**src/rtl/multi_channel_trigger.sv**
```systemverilog
// multi_channel_trigger: NUM_CH-channel edge/level trigger with OR/AND combine,
// post-arm holdoff and per-channel attribution of the triggering cycle.
// Optional auto-trigger timeout is built when TRIG_AUTO_EN is defined;
// otherwise auto_trig is tied 0 and the block waits in ARMED indefinitely.

// Per-channel hit evaluation (purely combinational).
module mct_channel (
    input  logic [4:0] cfg,
    input  logic       h,
    input  logic       l,
    input  logic       rise,
    input  logic       fall,
    input  logic       pos_seen,
    input  logic       neg_seen,
    output logic       en,
    output logic       hit
);
    // Bit 0 disables the channel; an all-zero condition mask is disabled too.
    assign en  = ~cfg[0] & (|cfg[4:1]);
    assign hit = en & ((cfg[4] & (pos_seen | rise)) |
                       (cfg[3] & (neg_seen | fall)) |
                       (cfg[2] & h) |
                       (cfg[1] & ~l));
endmodule

module multi_channel_trigger #(
    parameter int NUM_CH    = 5,
    parameter int HOLDOFF_W = 8,
    parameter int AUTO_W    = 16
) (
    input  logic                 clk,
    input  logic                 rst_n,
    input  logic [NUM_CH-1:0]    CHxHff5,
    input  logic [NUM_CH-1:0]    CHxLff5,
    input  logic [5*NUM_CH-1:0]  trig_cfg,
    input  logic                 combine_and,
    input  logic [HOLDOFF_W-1:0] holdoff,
    input  logic                 set_armed,
    input  logic                 clr_trig,
    output logic                 armed,
    output logic                 triggered,
    output logic [NUM_CH-1:0]    trig_ch,
    output logic                 auto_trig
);
    typedef enum logic [1:0] {S_IDLE, S_HOLDOFF, S_ARMED, S_TRIG} state_t;

    if (AUTO_W < 1) begin : g_bad_auto_w
        $error("AUTO_W must be at least 1");
    end

    state_t                state_q, state_d;
    logic [HOLDOFF_W-1:0]  hcnt_q, hcnt_d;
    logic [NUM_CH-1:0]     h_prev_q, l_prev_q;
    logic [NUM_CH-1:0]     pos_seen_q, pos_seen_d;
    logic [NUM_CH-1:0]     neg_seen_q, neg_seen_d;
    logic [NUM_CH-1:0]     trig_ch_q, trig_ch_d;
    logic [NUM_CH-1:0]     rise, fall, ch_en, ch_hit;
    logic                  fire;

    assign rise = CHxHff5 & ~h_prev_q;
    assign fall = ~CHxLff5 & l_prev_q;

    for (genvar k = 0; k < NUM_CH; k++) begin : g_ch
        mct_channel u_ch (
            .cfg      (trig_cfg[5*k +: 5]),
            .h        (CHxHff5[k]),
            .l        (CHxLff5[k]),
            .rise     (rise[k]),
            .fall     (fall[k]),
            .pos_seen (pos_seen_q[k]),
            .neg_seen (neg_seen_q[k]),
            .en       (ch_en[k]),
            .hit      (ch_hit[k])
        );
    end

    // Combine enabled channels; with nothing enabled the trigger never fires.
    always_comb begin
        fire = 1'b0;
        if (|ch_en)
            fire = combine_and ? &(ch_hit | ~ch_en) : |ch_hit;
    end

    // Sticky edge flags accumulate only while ARMED, so pre-arm edges never count.
    always_comb begin
        pos_seen_d = '0;
        neg_seen_d = '0;
        if (state_q == S_ARMED) begin
            pos_seen_d = pos_seen_q | rise;
            neg_seen_d = neg_seen_q | fall;
        end
    end

`ifdef TRIG_AUTO_EN
    logic [AUTO_W-1:0] auto_cnt_q, auto_cnt_d;
    logic              auto_trig_q, auto_trig_d;
    assign auto_trig = auto_trig_q;
`else
    assign auto_trig = 1'b0;
`endif

    // Next-state logic; clr_trig overrides everything and returns to IDLE.
    always_comb begin
        state_d   = state_q;
        hcnt_d    = hcnt_q;
        trig_ch_d = trig_ch_q;
`ifdef TRIG_AUTO_EN
        auto_cnt_d  = auto_cnt_q;
        auto_trig_d = auto_trig_q;
`endif
        case (state_q)
            S_IDLE: begin
                if (set_armed) begin
                    if (holdoff == '0) begin
                        state_d = S_ARMED;
`ifdef TRIG_AUTO_EN
                        auto_cnt_d = '1;
`endif
                    end else begin
                        state_d = S_HOLDOFF;
                        hcnt_d  = holdoff;
                    end
                end
            end
            S_HOLDOFF: begin
                if (hcnt_q <= HOLDOFF_W'(1)) begin
                    state_d = S_ARMED;
                    hcnt_d  = '0;
`ifdef TRIG_AUTO_EN
                    auto_cnt_d = '1;
`endif
                end else begin
                    hcnt_d = hcnt_q - HOLDOFF_W'(1);
                end
            end
            S_ARMED: begin
`ifdef TRIG_AUTO_EN
                auto_cnt_d = auto_cnt_q - AUTO_W'(1);
`endif
                // A real hit wins over a timeout landing in the same cycle.
                if (fire) begin
                    state_d   = S_TRIG;
                    trig_ch_d = ch_hit;
                end
`ifdef TRIG_AUTO_EN
                else if (auto_cnt_q == AUTO_W'(1)) begin
                    state_d     = S_TRIG;
                    trig_ch_d   = '0;
                    auto_trig_d = 1'b1;
                end
`endif
            end
            default: ;
        endcase
        if (clr_trig) begin
            state_d   = S_IDLE;
            hcnt_d    = '0;
            trig_ch_d = '0;
`ifdef TRIG_AUTO_EN
            auto_trig_d = 1'b0;
`endif
        end
    end

    // State, counters, flags and prev samples; prev samples track every cycle.
    always_ff @(posedge clk or negedge rst_n) begin
        if (!rst_n) begin
            state_q    <= S_IDLE;
            hcnt_q     <= '0;
            h_prev_q   <= '0;
            l_prev_q   <= '0;
            pos_seen_q <= '0;
            neg_seen_q <= '0;
            trig_ch_q  <= '0;
        end else begin
            state_q    <= state_d;
            hcnt_q     <= hcnt_d;
            h_prev_q   <= CHxHff5;
            l_prev_q   <= CHxLff5;
            pos_seen_q <= pos_seen_d;
            neg_seen_q <= neg_seen_d;
            trig_ch_q  <= trig_ch_d;
        end
    end

`ifdef TRIG_AUTO_EN
    // Auto-trigger timeout state.
    always_ff @(posedge clk or negedge rst_n) begin
        if (!rst_n) begin
            auto_cnt_q  <= '0;
            auto_trig_q <= 1'b0;
        end else begin
            auto_cnt_q  <= auto_cnt_d;
            auto_trig_q <= auto_trig_d;
        end
    end
`endif

    assign armed     = (state_q == S_ARMED);
    assign triggered = (state_q == S_TRIG);
    assign trig_ch   = trig_ch_q;

endmodule

```
**config.mk**
```make
export PLATFORM = sky130hd
export DESIGN_NAME = multi_channel_trigger
export DESIGN_NICKNAME = d
export VERILOG_FILES = /design/src/rtl/multi_channel_trigger.sv
export SDC_FILE = /design/constraint.sdc
export NUM_CORES = 1
export LEC_CHECK = 0
export ABC_AREA = 1
export CAP_MARGIN = 0
export CORE_ASPECT_RATIO = 1.75
export CORE_UTILIZATION = 35
export CTS_BUF_LIST = sky130_fd_sc_hd__clkbuf_8
export DETAILED_ROUTE_END_ITERATION = 8
export PLACE_DENSITY = 0.74
export SYNTH_ARGS = -nofsm -noshare
export SYNTH_HDL_FRONTEND = slang
export SYNTH_SLANG_ARGS = --single-unit
export TNS_END_PERCENT = 50
```
**constraint.sdc**
```tcl
create_clock -name clk -period 1.8 [get_ports clk]
set_clock_uncertainty 0.2 [all_clocks]
set_input_delay 0.36 -clock clk [delete_from_list [all_inputs] [get_ports clk]]
set_output_delay 0.36 -clock clk [all_outputs]
set_load 0.01 [all_outputs]
```
==> impl_metrics.csv, run 1 <==
group,metric,value,unit
floorplanning,rows,36,
synthesis,yosysWarnings,0,
floorplanning,io_pins,56,
layout,drive_above_1_share,0.2649,
floorplanning,die-area,0.006137,mm2
job,maxCapViolations,0,
grt,grt_max_degree,36,
placement,place_ws,-0.4896,ns
clock_tree,cts_tree,"built",
routing,routed_wl,5.216,mm
synthesis,synth_top_area_frac,0.4302,
synthesis,ys_seq_elements,35,
grt,antenna_found_initial,0,
placement,gp_congestion,0.7843,
synthesis,synth_top_area_cell,"dfrtp_1",
placement,port_buffers,54,
placement,hpwl,4.098,mm
synthesis,synth_nets,318,
power,intPower,0.002108,W
worst_hold_path,hp-class,"in -> reg",
grt,grt_util_met2,0.3718,
power,power_switching_share,0.3883,
timing,period_minus_slack,1.832,ns
routing,first_pass_iters,4,
timing,fin_crit_sh,1.018,
routing,routedWlPerCell,11.70,um
status,violations,"setup timing",
worst_setup_path,path_delay_family,"flip-flops",
worst_setup_path,path_max_fanout,4,
timing,slew_violations,0,
timing,setup_viol,10,
clock_tree,cts.sinks,35,
timing,fin_setup_tns,-0.1752,ns
worst_setup_path,crit_path_cell_trace,"inv_2 -> buf_4 -> ha_4 -> nand2_2 -> nor2_2 -> buf_4 -> a221oi_4 -> nand2_2 -> nand2_2 -> nand2_1",
grt,grt_pass1_wl,8.514,mm
floorplanning,start_util,0.3645,
routing,vias,2119,
synthesis,synth_cell_types,35,
clock_tree,root_buffer,"clkbuf_8",
power,peakVddDrop,0.4747,mV
floorplanning,die_w,59.65,um
routing,via_per_inst,4.751,
grt,grt_pass1_vias,2120,
routing,drc,0,
layout,postLayoutCoreUtil,0.5728,
synthesis,ys.flop_type,"dfrtp_1",
clock_tree,htreeDepth,2,
floorplanning,core_area,0.005585,mm2
worst_setup_path,worstSetupEndpointType,"flop",
power,p_per_area,1077,mW/mm2
grt,top_usage_layer,"met2",
worst_setup_path,cpPeakStageDelay,0.41,ns
grt,met3_usage,0.03513,
worst_setup_path,cp.required,1.77,ns
power,leakagePower,1.635,nW
synthesis,seq_area_frac_synth,0.4302,
placement,dp.cells,432,
floorplanning,die_h,102.9,um
worst_setup_path,start_kind,"flop",
clock_tree,clk_pin_slew,0.08,ns
timing,rsz0062_at_grt,"true",
synthesis,synth_area,0.002036,mm2
synthesis,synth-edff-count,0,
routing,drt-initial-drc-count,45,
grt,grtUsageTotal,0.1835,
power,power_frac_comb,0.536,
power,p_sw,0.001338,W
layout,area_growth,57.16,%
synthesis,synth.area.top_cells,"dfrtp_1 (43%), nand2_1 (11%), inv_1 (7.9%)",
clock_tree,clk-insertion-delay-late,0.29,ns
worst_setup_path,path_class,"reg -> reg",
synthesis,synth_most_common_cell,"nand2_1",
layout,num_antenna_cells,0,
layout,final_nets,423,
layout,instances_no_fill,446,
worst_setup_path,cp.arrival,1.80,ns
power,p_clk_frac,0.162,
grt,overflow,0,
synthesis,syn_avg_cell_area,7.711,um2
timing,fmax,0.5459,GHz
worst_setup_path,worst-path-buf-inv,3,
synthesis,synth_cells,264,
power,seqPwrFrac,0.302,
clock_tree,clockBufferDepth,2,
synthesis,synth-async-reset-ratio,1.000,
grt,grtUsageMet1,0.1747,
worst_setup_path,cpMaxStageDelayCell,"dfrtp_1",
routing,ant_nets,0,
clock_tree,numCtsBuffers,5,
timing,finalHoldViolCount,0,
status,status,"finished with violations",
synthesis,synthTopCellsByCount,"nand2_1 (62), inv_1 (43), dfrtp_1 (35)",
worst_setup_path,path_common_cell,"nand2_2",
timing,postLayoutSetupSlackWorst,-0.03192,ns
routing by layer:
metal,part of all wire,wire [um],up-vias
li1,-,-,1069
met1,0.38,1964,999
met2,0.58,3006,44
met3,0.031,162,7
met4,0.016,82,0
met5,0,0,-
power by group through the flow:
stage	Combinational (W)	Sequential [W]	Clock, W
2_1_floorplan	0.000924	0.00103	0
3_3_place_gp	0.00155	0.00103	0
3_5_place_dp	0.00159	0.00104	0
4_1_cts	0.00179	0.00103	0.000580
5_1_grt	0.00204	0.00106	0.000606
6_report	0.00185	0.00104	0.000559
stage by stage:
step | total power, W | instance area, um2 | hold slack, ns
floorplan | 0.001950 | 2041 | -0.1356
global placement | 0.002585 | 2977 | 0.2996
detailed placement | 0.002629 | 2977 | 0.3122
CTS | 0.003401 | 3174 | 0.1081
global route | 0.003697 | 3199 | 0.1229
finish | 0.003447 | 3199 | 0.1133
cell families after synthesis:
group / count (synthesis) / share of synthesized area
buffers and inverters: 49 / 0.09649
XOR/XNOR: 4 / 0.01721
AO/OA/AOI/OAI: 43 / 0.1408
adder cells (fa/ha/maj): 6 / 0.03688
AND/OR/NAND/NOR: 126 / 0.2766
other: 1 / 0.001842
flip-flops: 35 / 0.4302
flip-flops by register name, summed over array words and instances, names as in the netlist:
name,cells
trig_ch,5
hcnt_q,8
neg_seen_q,5
state_q,2
l_prev_q,5
h_prev_q,5
pos_seen_q,5
layout by cell type, fill, tap and decap left out, types with 2 or more instances in the layout:
master / n
buf_2: 2
nand3b_1: 5
nand4_1: 6
nor3_2: 3
dlygate4sd2_1: 28
nand3_2: 4
clkdlybuf4s50_1: 21
a21oi_2: 5
and2_1: 2
o21ai_2: 2
buf_4: 46
inv_2: 6
nand3_1: 20
nand2_2: 7
o21ai_1: 7
nor2_2: 4
o22ai_1: 6
ha_2: 2
clkbuf_8: 5
nor2_1: 16
o21ai_0: 3
xor2_1: 3
clkinvlp_4: 2
dfrtp_1: 34
a22oi_1: 2
a21oi_1: 10
ha_4: 3
inv_1: 39
dlymetal6s2s_1: 3
nand2_1: 56
final timing paths:
kind	start	endpoint	slack [ns]	cells past startpoint
max	state_q[0]$_DFFE_PN0P_	state_q[1]$_DFFE_PN0P_	-0.03	10
min	CHxLff5[0]	l_prev_q[0]$_DFF_PN0_	0.11	1
max reg2reg	state_q[0]$_DFFE_PN0P_	state_q[1]$_DFFE_PN0P_	-0.03	10
min reg2reg	pos_seen_q[2]$_DFF_PN0_	pos_seen_q[2]$_DFF_PN0_	0.32	2
max in group asynchronous	rst_n	state_q[0]$_DFFE_PN0P_	0.97	2
min in group asynchronous	rst_n	hcnt_q[1]$_DFFE_PN0P_	0.24	2
worst register-to-register path: stages, from the launching register on:
cell      delay, ns
dfrtp_1        0.41
inv_2          0.07
buf_4          0.14
ha_4           0.17
nand2_2        0.07
nor2_2         0.05
buf_4          0.13
a221oi_4       0.25
nand2_2        0.11
nand2_2        0.07
nand2_1        0.06
what timing repair did:
action,4_1_cts,5_1_grt
setup endpoints to repair,17,17
resized for setup,70,15
cloned,0,0
pin swaps,27,8
setup buffers,5,1
hold buffers,0,0
final cells by class:
cell class                 instances  area (um2)
multi-input combinational        180        1090
inverter                          45       168.9
tap                               76       95.09
timing repair buffer             102       879.6
sequential                        35       877.1
fill                             585        2386
clock buffer                       5       68.82
clock inverter                     3       20.02
No activity file was read; power rests on OpenSTA's default activity.
==> run 2: changes to the inputs <==
--- a/config.mk
+++ b/config.mk
@@ -11,7 +11,8 @@
 export CORE_UTILIZATION = 35
 export CTS_BUF_LIST = sky130_fd_sc_hd__clkbuf_8
 export DETAILED_ROUTE_END_ITERATION = 8
-export PLACE_DENSITY = 0.74
+export PLACE_DENSITY = 0.71
+export SLEW_MARGIN = 5
 export SYNTH_ARGS = -nofsm -noshare
 export SYNTH_HDL_FRONTEND = slang
 export SYNTH_SLANG_ARGS = --single-unit
==> constraint.sdc (replaced) <==
create_clock -name clk -period 2.3 [get_ports clk]
set_clock_uncertainty 0.2 [all_clocks]
set_input_delay 0.46 -clock clk [delete_from_list [all_inputs] [get_ports clk]]
set_output_delay 0.46 -clock clk [all_outputs]
set_load 0.01 [all_outputs]
==> impl_metrics.csv, run 2 (synthesized netlist as in run 1, its figures left out) <==
group,metric,value,unit
layout,area_growth,40.75,%
status,status,"finished clean",
placement,port_buffers,54,
worst_hold_path,hp-start,"h_prev_q[4]$_DFF_PN0_",
floorplanning,die_w,59.65,um
timing,setup_viol,0,
clock_tree,clockBufferDepth,2,
routing,drt-initial-drc-count,84,
worst_setup_path,cpPeakStageDelay,0.54,ns
floorplanning,core_area,0.005585,mm2
worst_setup_path,cp.arrival,1.57,ns
timing,finalHoldViolCount,0,
timing,relSlewSlack,0.5836,
worst_setup_path,cp_num_cells,3,
worst_setup_path,startpoint,"state_q[0]$_DFFE_PN0P_",
layout,finalInstanceArea,0.002865,mm2
floorplanning,start_util,0.3645,
power,p_total,0.002502,W
layout,drive_above_1_share,0.08108,
worst_setup_path,reg2reg_to,"hcnt_q[1]$_DFFE_PN0P_",
grt,grt_max_degree,36,
worst_setup_path,worstSetupEndpointType,"primary output",
clock_tree,htreeDepth,2,
layout,postLayoutCoreUtil,0.5130,
grt,grt_pass1_wl,7.914,mm
worst_hold_path,worstHoldEndpoint,"pos_seen_q[4]$_DFF_PN0_",
floorplanning,rows,36,
worst_setup_path,cp.required,1.64,ns
placement,gp_congestion,0.8087,
worst_setup_path,worst-path-buf-inv,2,
layout,fillerInstances,574,
power,leakagePower,1.381,nW
layout,seq_area,875.8,um2
layout,multi_input_area,965.9,um2
timing,fin_setup_tns,0,ns
timing,fin_crit_sh,0.9706,
power,peakVddDrop,0.4340,mV
worst_setup_path,r2r-start,"state_q[1]$_DFFE_PN0P_",
worst_setup_path,path_class,"reg -> out",
layout,num_antenna_cells,0,
power,p_per_area,873.1,mW/mm2
routing,first_pass_iters,4,
timing,slew_violations,0,
layout,layout_common_cells,"nand2_1 (62), clkdlybuf4s50_1 (54), inv_1 (43)",
timing,worst_slew_pin_slew,0.6198,ns
clock_tree,cts_tree,"built",
worst_setup_path,regToRegSetupSlack,0.25,ns
layout,largest_reg_flops,8,
floorplanning,io_pins,56,
worst_setup_path,path_delay_family,"buffers and inverters",
clock_tree,clk-insertion-delay-late,0.29,ns
worst_setup_path,reg2reg_depth,7,
floorplanning,die_h,102.9,um
clock_tree,numCtsBuffers,5,
timing,whs,0.3167,ns
worst_setup_path,cpMaxStageDelayCell,"clkdlybuf4s50_1",
floorplanning,die-area,0.006137,mm2
placement,dpl_cell_area,0.002726,mm2
clock_tree,clk_pin_slew,0.07,ns
timing,period_minus_slack,2.232,ns
layout,final_common_cell,"nand2_1",
routing,drc,0,
worst_hold_path,hp-class,"reg -> reg",
grt,grtUsageTotal,0.1709,
grt,overflow,0,
grt,antenna_found_initial,0,
layout,final_nets,386,
clock_tree,postCtsSetupBuffers,0,
routing,via_per_inst,4.746,
routing,routed_wl,4.705,mm
worst_hold_path,holdPathStages,3,
timing,fmax,0.4480,GHz
routing,routedWlPerCell,11.50,um
worst_setup_path,start_kind,"flop",
placement,hpwl,3.729,mm
job,maxCapViolations,0,
clock_tree,root_buffer,"clkbuf_8",
layout,regMostFlops,"hcnt_q",
worst_setup_path,crit_path_cell_trace,"inv_1 -> ha_2 -> clkdlybuf4s50_1",
routing,vias,1941,
clock_tree,cts.sinks,35,
grt,grt_pass1_vias,1947,
worst_setup_path,path_max_fanout,4,
routing,ant_nets,0,
-- run 2: cell types whose count changed in the layout (fill, tap and decap cells not counted), moves of 5 or more --
cell             change
nand2_1              +6
dlygate4sd2_1       -28
clkdlybuf4s50_1     +33
a21oi_2              -5
o21ai_0              +9
nand2_2              -6
a21oi_1              +5
buf_4               -35
o21ai_1              -7
-- run 2: area by class of cell --
| class | count | share of cell area |
|---|---|---|
| tap | 76 | 0.03319 |
| clock inverter | 3 | 0.02358 |
| multi-input combinational | 180 | 0.3371 |
| sequential | 35 | 0.3057 |
| timing repair buffer | 65 | 0.2175 |
| clock buffer | 5 | 0.02402 |
| inverter | 45 | 0.05895 |
-- run 2: what timing repair did --
item                       in CTS  in global routing
setup endpoints to repair       0                  1
gates resized for setup         0                  1
hold buffers                    0                  0
-- run 2: worst register-to-register path: cells and delay by family, from the launching register on --
| kind | cells | cell delay [ns] |
|---|---|---|
| AOI/OAI and AO/OA | 2 | 0.19 |
| and+or+nand+nor | 2 | 0.61 |
| buffers and inverters | 2 | 0.28 |
| adders and majority gates | 1 | 0.26 |
| DFF | 1 | 0.40 |
-- run 2: metal layers --
metal,GRT usage,share of wire
met5,0,0
met1,0.1590,0.36
met4,0.06798,0.027
met3,0.03137,0.037
met2,0.3444,0.57
-- run 2: worst max-delay path by stage --
stage,to,slack [ns]
after floorplan,hcnt_q[4]$_DFFE_PN0P_,0.47
after detailed placement,state_q[1]$_DFFE_PN0P_,-0.06
final,armed,0.07
after global routing,armed,-0.008
after global placement,state_q[0]$_DFFE_PN0P_,-0.02
after CTS,armed,0.02
-- run 2: power by group --
group	internal [W]	total, W	switching (W)
sequential	0.000725	0.000808	0.0000826
clock	0.000432	0.000658	0.000226
combinational	0.000450	0.00104	0.000585
-- run 2: per-stage QoR --
step / setup WS [ns] / std cells
after floorplan: 0.4678 / 264
after global placement: -0.02273 / 401
after detailed placement: -0.06314 / 401
after CTS: 0.02005 / 409
after global routing: -0.008300 / 409
final: 0.06769 / 409
